--- src/rtl/mau_pkg.sv ---
// Shared definitions for the memory access unit: access-size and FSM state
// encodings, default RAM capacity and the lane mask helper.
package mau_pkg;

  localparam int MAU_MEM_BYTES_DEF = 1024;

  typedef enum logic [1:0] {
    SZ_BYTE   = 2'd0,
    SZ_HALF   = 2'd1,
    SZ_WORD   = 2'd2,
    SZ_DOUBLE = 2'd3
  } mau_size_e;

  typedef enum logic [2:0] {
    ST_IDLE = 3'd0,
    ST_RD   = 3'd1,
    ST_WAIT = 3'd2,
    ST_WR   = 3'd3,
    ST_RESP = 3'd4
  } mau_state_e;

  function automatic logic [63:0] size_mask(input mau_size_e sz);
    case (sz)
      SZ_BYTE: return 64'h0000_0000_0000_00FF;
      SZ_HALF: return 64'h0000_0000_0000_FFFF;
      SZ_WORD: return 64'h0000_0000_FFFF_FFFF;
      default: return 64'hFFFF_FFFF_FFFF_FFFF;
    endcase
  endfunction

endpackage

--- src/rtl/mau_lane_merge.sv ---
// Combinational lane logic: extracts and extends load data from the read
// doubleword, and merges store bytes into it keeping the untouched bytes.
module mau_lane_merge
  import mau_pkg::*;
(
  input  logic [63:0] rdata_i,
  input  logic [63:0] wdata_i,
  input  mau_size_e   size_i,
  input  logic        sign_ext_i,
  output logic [63:0] load_data_o,
  output logic [63:0] store_data_o
);

  logic [63:0] mask;
  logic        msb;

  always_comb begin
    mask = size_mask(size_i);
    msb  = 1'b0;
    case (size_i)
      SZ_BYTE: msb = rdata_i[7];
      SZ_HALF: msb = rdata_i[15];
      SZ_WORD: msb = rdata_i[31];
      default: msb = 1'b0;
    endcase
    load_data_o = rdata_i & mask;
    // A double already fills all 64 bits, so msb stays 0 and nothing extends.
    if (sign_ext_i && msb) begin
      load_data_o = load_data_o | ~mask;
    end
    store_data_o = (rdata_i & ~mask) | (wdata_i & mask);
  end

endmodule

--- src/rtl/mem_access_unit.sv ---
// Load/store unit in front of a one-cycle-latency doubleword RAM, doing
// read-modify-write for sub-double stores. Optional range check: MAU_BOUNDS_CHECK_EN.
module mem_access_unit
  import mau_pkg::*;
#(
  parameter int MEM_BYTES = MAU_MEM_BYTES_DEF
) (
  input  logic        clk,
  input  logic        rst,
  input  logic        req_valid,
  output logic        req_ready,
  input  logic        req_we,
  input  logic [1:0]  req_size,
  input  logic        req_signed,
  input  logic [63:0] req_addr,
  input  logic [63:0] req_wdata,
  output logic        resp_valid,
  input  logic        resp_ready,
  output logic [63:0] resp_rdata,
  output logic        resp_err,
  output logic        ram_we,
  output logic [63:0] ram_addr,
  output logic [63:0] ram_data_in,
  input  logic [63:0] ram_data_out
);

  localparam logic [63:0] ADDR_MAX = 64'(MEM_BYTES - 8);

  mau_state_e  state_q;
  logic        we_q;
  mau_size_e   size_q;
  logic        signed_q;
  logic [63:0] addr_q;
  logic [63:0] wdata_q;
  logic        ram_we_q;
  logic [63:0] ram_data_q;
  logic        resp_valid_q;
  logic [63:0] resp_rdata_q;
  logic        resp_err_q;
  logic        reject_d;
  logic [63:0] load_data;
  logic [63:0] store_data;

  mau_lane_merge u_lane (
    .rdata_i      (ram_data_out),
    .wdata_i      (wdata_q),
    .size_i       (size_q),
    .sign_ext_i   (signed_q),
    .load_data_o  (load_data),
    .store_data_o (store_data)
  );

`ifdef MAU_BOUNDS_CHECK_EN
  assign reject_d = (req_addr > ADDR_MAX);
`else
  logic unused_addr_max;
  assign unused_addr_max = |ADDR_MAX;
  assign reject_d        = 1'b0;
`endif

  always_ff @(posedge clk or posedge rst) begin
    if (rst) begin
      state_q      <= ST_IDLE;
      we_q         <= 1'b0;
      size_q       <= SZ_BYTE;
      signed_q     <= 1'b0;
      addr_q       <= '0;
      wdata_q      <= '0;
      ram_we_q     <= 1'b0;
      ram_data_q   <= '0;
      resp_valid_q <= 1'b0;
      resp_rdata_q <= '0;
      resp_err_q   <= 1'b0;
    end else begin
      case (state_q)
        ST_IDLE: begin
          if (req_valid) begin
            we_q         <= req_we;
            size_q       <= mau_size_e'(req_size);
            signed_q     <= req_signed;
            addr_q       <= req_addr;
            wdata_q      <= req_wdata;
            resp_rdata_q <= '0;
            resp_err_q   <= 1'b0;
            if (reject_d) begin
              resp_err_q   <= 1'b1;
              resp_valid_q <= 1'b1;
              state_q      <= ST_RESP;
            end else if (req_we && (mau_size_e'(req_size) == SZ_DOUBLE)) begin
              // A full doubleword needs no read, so skip straight to the write.
              ram_data_q <= req_wdata;
              ram_we_q   <= 1'b1;
              state_q    <= ST_WR;
            end else begin
              state_q <= ST_RD;
            end
          end
        end
        ST_RD: begin
          state_q <= ST_WAIT;
        end
        ST_WAIT: begin
          if (we_q) begin
            ram_data_q <= store_data;
            ram_we_q   <= 1'b1;
            state_q    <= ST_WR;
          end else begin
            resp_rdata_q <= load_data;
            resp_valid_q <= 1'b1;
            state_q      <= ST_RESP;
          end
        end
        ST_WR: begin
          ram_we_q     <= 1'b0;
          resp_valid_q <= 1'b1;
          state_q      <= ST_RESP;
        end
        ST_RESP: begin
          if (resp_ready) begin
            resp_valid_q <= 1'b0;
            state_q      <= ST_IDLE;
          end
        end
        default: begin
          ram_we_q     <= 1'b0;
          resp_valid_q <= 1'b0;
          state_q      <= ST_IDLE;
        end
      endcase
    end
  end

  assign req_ready   = (state_q == ST_IDLE);
  assign resp_valid  = resp_valid_q;
  assign resp_rdata  = resp_rdata_q;
  assign ram_we      = ram_we_q;
  assign ram_addr    = addr_q;
  assign ram_data_in = ram_data_q;

`ifdef MAU_BOUNDS_CHECK_EN
  assign resp_err = resp_err_q;
`else
  logic unused_err;
  assign unused_err = resp_err_q;
  assign resp_err   = 1'b0;
`endif

endmodule

--- config.mk ---
export PLATFORM = sky130hd
export DESIGN_NAME = mem_access_unit
export DESIGN_NICKNAME = d
export VERILOG_FILES = /design/src/rtl/mau_pkg.sv /design/src/rtl/mau_lane_merge.sv /design/src/rtl/mem_access_unit.sv
export SDC_FILE = /design/constraint.sdc
export NUM_CORES = 1
export LEC_CHECK = 0
export BUFFER_PORTS_ARGS = -buffer_cell sky130_fd_sc_hd__buf_2
export CORE_MARGIN = 10
export CORE_UTILIZATION = 50
export CTS_BUF_LIST = sky130_fd_sc_hd__clkbuf_4 sky130_fd_sc_hd__clkbuf_8
export DETAILED_ROUTE_END_ITERATION = 10
export GPL_TIMING_DRIVEN = 0
export PLACE_DENSITY = 0.79
export SYNTH_ARGS = -nofsm -noshare
export SYNTH_HDL_FRONTEND = slang
export SYNTH_SLANG_ARGS = --single-unit
--- constraint.sdc ---
create_clock -name clk -period 15.3 [get_ports clk]
set_input_delay 3.825 -clock clk [delete_from_list [all_inputs] [get_ports clk]]
set_output_delay 3.825 -clock clk [all_outputs]
set_load 0.05 [all_outputs]
; Word-level counts from Yosys, hierarchy flattened
; Index checks and enable logic that the tools add are counted.
[word_totals]
regBits = 265
in_bits = 200
out_inout_bits = 196
wordCells = 65
[classes]
n_eq_ne = 12
mux = 22
n_bitwise = 8
n_reduce_logical = 13
[ops]
columns = cell, count
row1 = $mux W64, 6
row2 = $pmux W64 S2, 2
row3 = $and A64 B64 Y64, 3
row4 = $pmux W64 S3, 1
row5 = $or A64 B64 Y64, 2
row6 = $not A64 Y64, 1
row7 = $pmux W3 S5, 1
row8 = $mux W3, 3
row9 = $ne A2 B2 Y1 const B, 4
row10 = $reduce_and A4 Y1, 2
row11 = $eq A3 B2 Y1 const B, 2
row12 = $pmux W1 S3, 2
row13 = $reduce_and A3 Y1, 2
row14 = $mux W1, 5
row15 = $eq A2 B2 Y1 const B, 2
row16 = $pmux W1 S4, 1
row17 = $reduce_and A2 Y1, 2
row18 = $reduce_or A2 Y1, 2
row19 = $eq A3 B1 Y1 const B, 1
row20 = $eq A3 B3 Y1 const B, 1
row21 = $logic_not A3 Y1, 1
row22 = $eq A2 B1 Y1 const B, 1
row23 = $logic_and A1 B1 Y1, 2
row24 = $logic_not A2 Y1, 1
row25 = 4 further kinds, 5

; Depth between registers and ports, before layout
[logic_depth]
ltp_word = 7
depth_mapped = 8
depth_no_buf = 4

; Hierarchy
; A second synthesis with hierarchy kept.
[unflattened]
cells_unflattened = 1005
hier_area_um2 = 13166.4
[by_module_without_submodules]
columns = module, n_inst, cells_per_inst, area_each_um2, seq_area_each_um2
row1 = mem_access_unit, 1, 793, 11602.4, 6631.4
row2 = mau_lane_merge, 1, 212, 1564.0, 0.0

; Least setup slack after synthesis
; No wires, ideal clock.
[synth_path]
path_type = input port to flip-flop
startpoint = input req_valid
endpoint = register ram_data_q[16] (netlist: ram_data_in[16])
setup_time_ns = 0.076
arrival_ns = 4.809
t_required_ns = 15.224
setup_slack_ns = 10.414
stages = 7
path_buffers = 3
cell_sequence = and4_1 > a22oi_2 > buf_2 > buf_4 > buf_4 > nand2_1 > o21ai_1
[synth_between]
elab_chain_cells = 2
[synth_lines]
columns = element, line_no
row1 = start: declaration, mem_access_unit.sv:10  ; input logic req_valid,
row2 = $ne A2 B2 Y1 (no source line), -
row3 = $reduce_and A4 Y1 (no source line), -
row4 = end signal: assignment, mem_access_unit.sv:91  ; ram_data_q <= req_wdata;
row5 = end signal: assignment, mem_access_unit.sv:104  ; ram_data_q <= store_data;
row6 = end: declaration, mem_access_unit.sv:36  ; logic [63:0] ram_data_q;
; No other way between the ends.
; A chain may end at the register's enable or synchronous reset.

; Final worst setup path
[layout_path]
startpoint = register state_q[0]
endpoint = output req_ready
[layout_between]
elab_chain_cells = 1
[layout_lines]
columns = element, line_no
row1 = start: declaration, mem_access_unit.sv:29  ; mau_state_e state_q;
row2 = start signal: assignment, mem_access_unit.sv:63  ; state_q <= ST_IDLE;
row3 = start signal: assignment, mem_access_unit.sv:88  ; state_q <= ST_RESP;
row4 = start signal: assignment, mem_access_unit.sv:93  ; state_q <= ST_WR;
row5 = $logic_not A3 Y1, mem_access_unit.sv:133  ; assign req_ready = (state_q == ST_IDLE);
row6 = end: declaration, mem_access_unit.sv:11  ; output logic req_ready,
; No other way between the ends.

==> impl_metrics.tcl <==
set metrics [dict create \
    postRouteAntennaNets 0 \
    worst_pin_slew_ps 662 \
    ys_ff_latch 265 \
    r2r_setup_slack_ps 13190 \
    hold_slack_ps 468 \
    mostFrequentLayoutCells "buf_2, dfrtp_1, nand2_1, nor2_1, mux2_4" \
    wl_um 38800 \
    cts_tree "done" \
    syn-instance-count 942 \
    first_pass_iters 5 \
    cts_setup_buffers 0 \
    startpoint_type "flip-flop" \
    final.setup.tns_ps 0 \
    cts_buffer_depth 3 \
    syn2layout_area_growth_pct 28.9 \
    final_common_cell "buf_2" \
    min_period_ps 5430 \
    syn_nets 1142 \
    r2r_start "state_q[1]" \
    status "complete, no violations" \
    htree_levels 2 \
    grt_pass1_vias 10100 \
    cp-startpoint "state_q[0]" \
    period_share_pct 35.5 \
    p_per_area_nw_per_um2 265 \
    crit_fanout 7 \
    critPathCapture "req_ready" \
    initial_core_util_pct 51.3 \
    endpoint_kind "primary output" \
    ys.flop_type "dfrtp_1" \
    cts_buffers 46 \
    grt_pass1_wl_um 59700 \
    place_ws_ps 9840 \
    dp_hpwl_um 29200 \
    min_path_type "flip-flop to flip-flop" \
    drive_gt1_share_pct 47.3 \
    ir_drop_v 0.000219 \
    hold_buffers 0 \
    viasPerCell 5.45 \
    grt_max_degree 132 \
    rsz0062_at_grt "no" \
    yosys.area.top_type_share_pct 56.8 \
    setup_violations 0 \
    r2r_end "ram_data_in[51]" \
    max_freq_ghz 0.184 \
    dieArea_um2 29900 \
    synth-edff-count 0 \
    synth_cell_types 36 \
    fill_cells 1773 \
    route.detailed.drc 0 \
    clk_latency_ps 540 \
    final_area_um2 15100 \
    hold_viol_final 0 \
    drt_iter0_drc 702 \
    fin_ws_ps 9870 \
    cts.repair.resized 0 \
    core_um2 22800 \
    root_buffer "clkbuf_8" \
    avgRoutedWirePerCell_um 22.3 \
    clock_skew_ps 26.4 \
    ys_warn_count 0 \
    required_ps 11480 \
    async_flop_share_pct 100 \
    cts.sinks 265 \
    synth_area_leader_cell "dfrtp_1" \
    synthTopCellsByArea "dfrtp_1, mux2_4, mux2_2" \
    max_slew_margin_pct 55.9 \
    overflow 0 \
    io_pins 396 \
    syn-cell-area_um2 11700 \
    p_leak_nw 7.75 \
    ff2ff_path_depth 6 \
    maxCapViolCount 0 \
    arrival_ps 1610 \
    grt_antenna_before_repair 11 \
    die-width_um 173 \
    die_y_um 173 \
    nets 1586 \
    vias 9460 \
    num_rows 55 \
    finalWeightedCongestion 0.889 \
    ys_seq_area_share_pct 56.8 \
    port_buffers 394 \
    track_usage_pct 24.9 \
    path_class "flip-flop to primary output" \
    finalMaxSlewViolations 0 \
    syn_area_per_cell_um2 12.4 \
    cts.clk_slew.worst_paths_ps 60 \
    placed_area_um2 14100 \
]
[critical path, stage by stage (launching register included)]
cell	delay, ps
dfrtp_1	490
nor3_4	270
buf_2	310
[power breakdown]
group | switching, mW | internal, mW
Clock | 0.283 | 0.376
Sequential | 0.183 | 1.03
Combinational | 1.46 | 0.654
Total | 1.93 | 2.06
[per-stage QoR]
step                std cells  total power, mW  utilization (%)
floorplan                 942             2.77                -
global placement         1649             3.29             61.6
detailed placement       1651             3.33             61.9
CTS                      1729             4.00             66.0
global route             1735             4.18             66.1
finish                   1736             3.98             66.1
[layout make-up]
cell class	count	area, um2	area share (%)
inverter	4	22.5	0.150
tap	313	392	2.60
antenna	7	17.5	0.116
timing repair buffer	396	2030	13.5
clock inverter	3	15.0	0.0997
multi-input combinational	595	4550	30.2
sequential	265	6630	44.1
buffer	78	483	3.21
clock buffer	75	920	6.11
[registers in the layout, indices dropped and copies added, names as in the netlist]
signal and flops:
signed_q 1, wdata_q 64, we_q 1, resp_valid 1
ram_data_in 64, ram_we 1, ram_addr 64, state_q 3
resp_rdata 64, size_q 2
[worst min-delay path by stage]
stage	from	endpoint	slack [ps]	depth (start not counted)
after floorplan	wdata_q[10]	wdata_q[10]	480	1
after global placement	ram_data_in[57]	ram_data_in[57]	450	1
after detailed placement	ram_data_in[59]	ram_data_in[59]	460	1
after CTS	ram_data_in[49]	ram_data_in[49]	470	1
after global routing	ram_data_in[47]	ram_data_in[47]	490	1
final	ram_data_in[49]	ram_data_in[49]	470	1
[layer usage]
| metal | vias to the layer above | wire (um) | GRT usage, % |
|---|---|---|---|
| li1 | 4252 | - | - |
| met1 | 4734 | 15600 | 30.1 |
| met2 | 379 | 19000 | 41.1 |
| met3 | 87 | 2960 | 7.41 |
| met4 | 8 | 1210 | 9.52 |
| met5 | - | 42 | 0 |
[Yosys cell counts (all sizes together), types with 2 or more instances]
master,instances
mux2,132
o21ai,53
nand2b,16
nand2,90
nor2b,3
nand3,32
a21oi,4
buf,55
mux2i,25
nor2,83
nor3,3
a21o,40
a311oi,40
inv,4
and2,2
clkbuf,23
o2bb2ai,40
a22o,25
dfrtp,265
[cells by family (layout without fill, tap and decap cells)]
kind of cell           count (synthesis)  after routing  synth area share (%)
flip-flops                           265            265                  56.8
AND/OR/NAND/NOR                      232            232                  8.69
other                                  1              8                0.0321
multiplexers                         157            157                  17.1
buffers and inverters                 82            556                  4.27
AO/OA/AOI/OAI                        205            205                  13.1
Power figures use the tool's default switching activity.
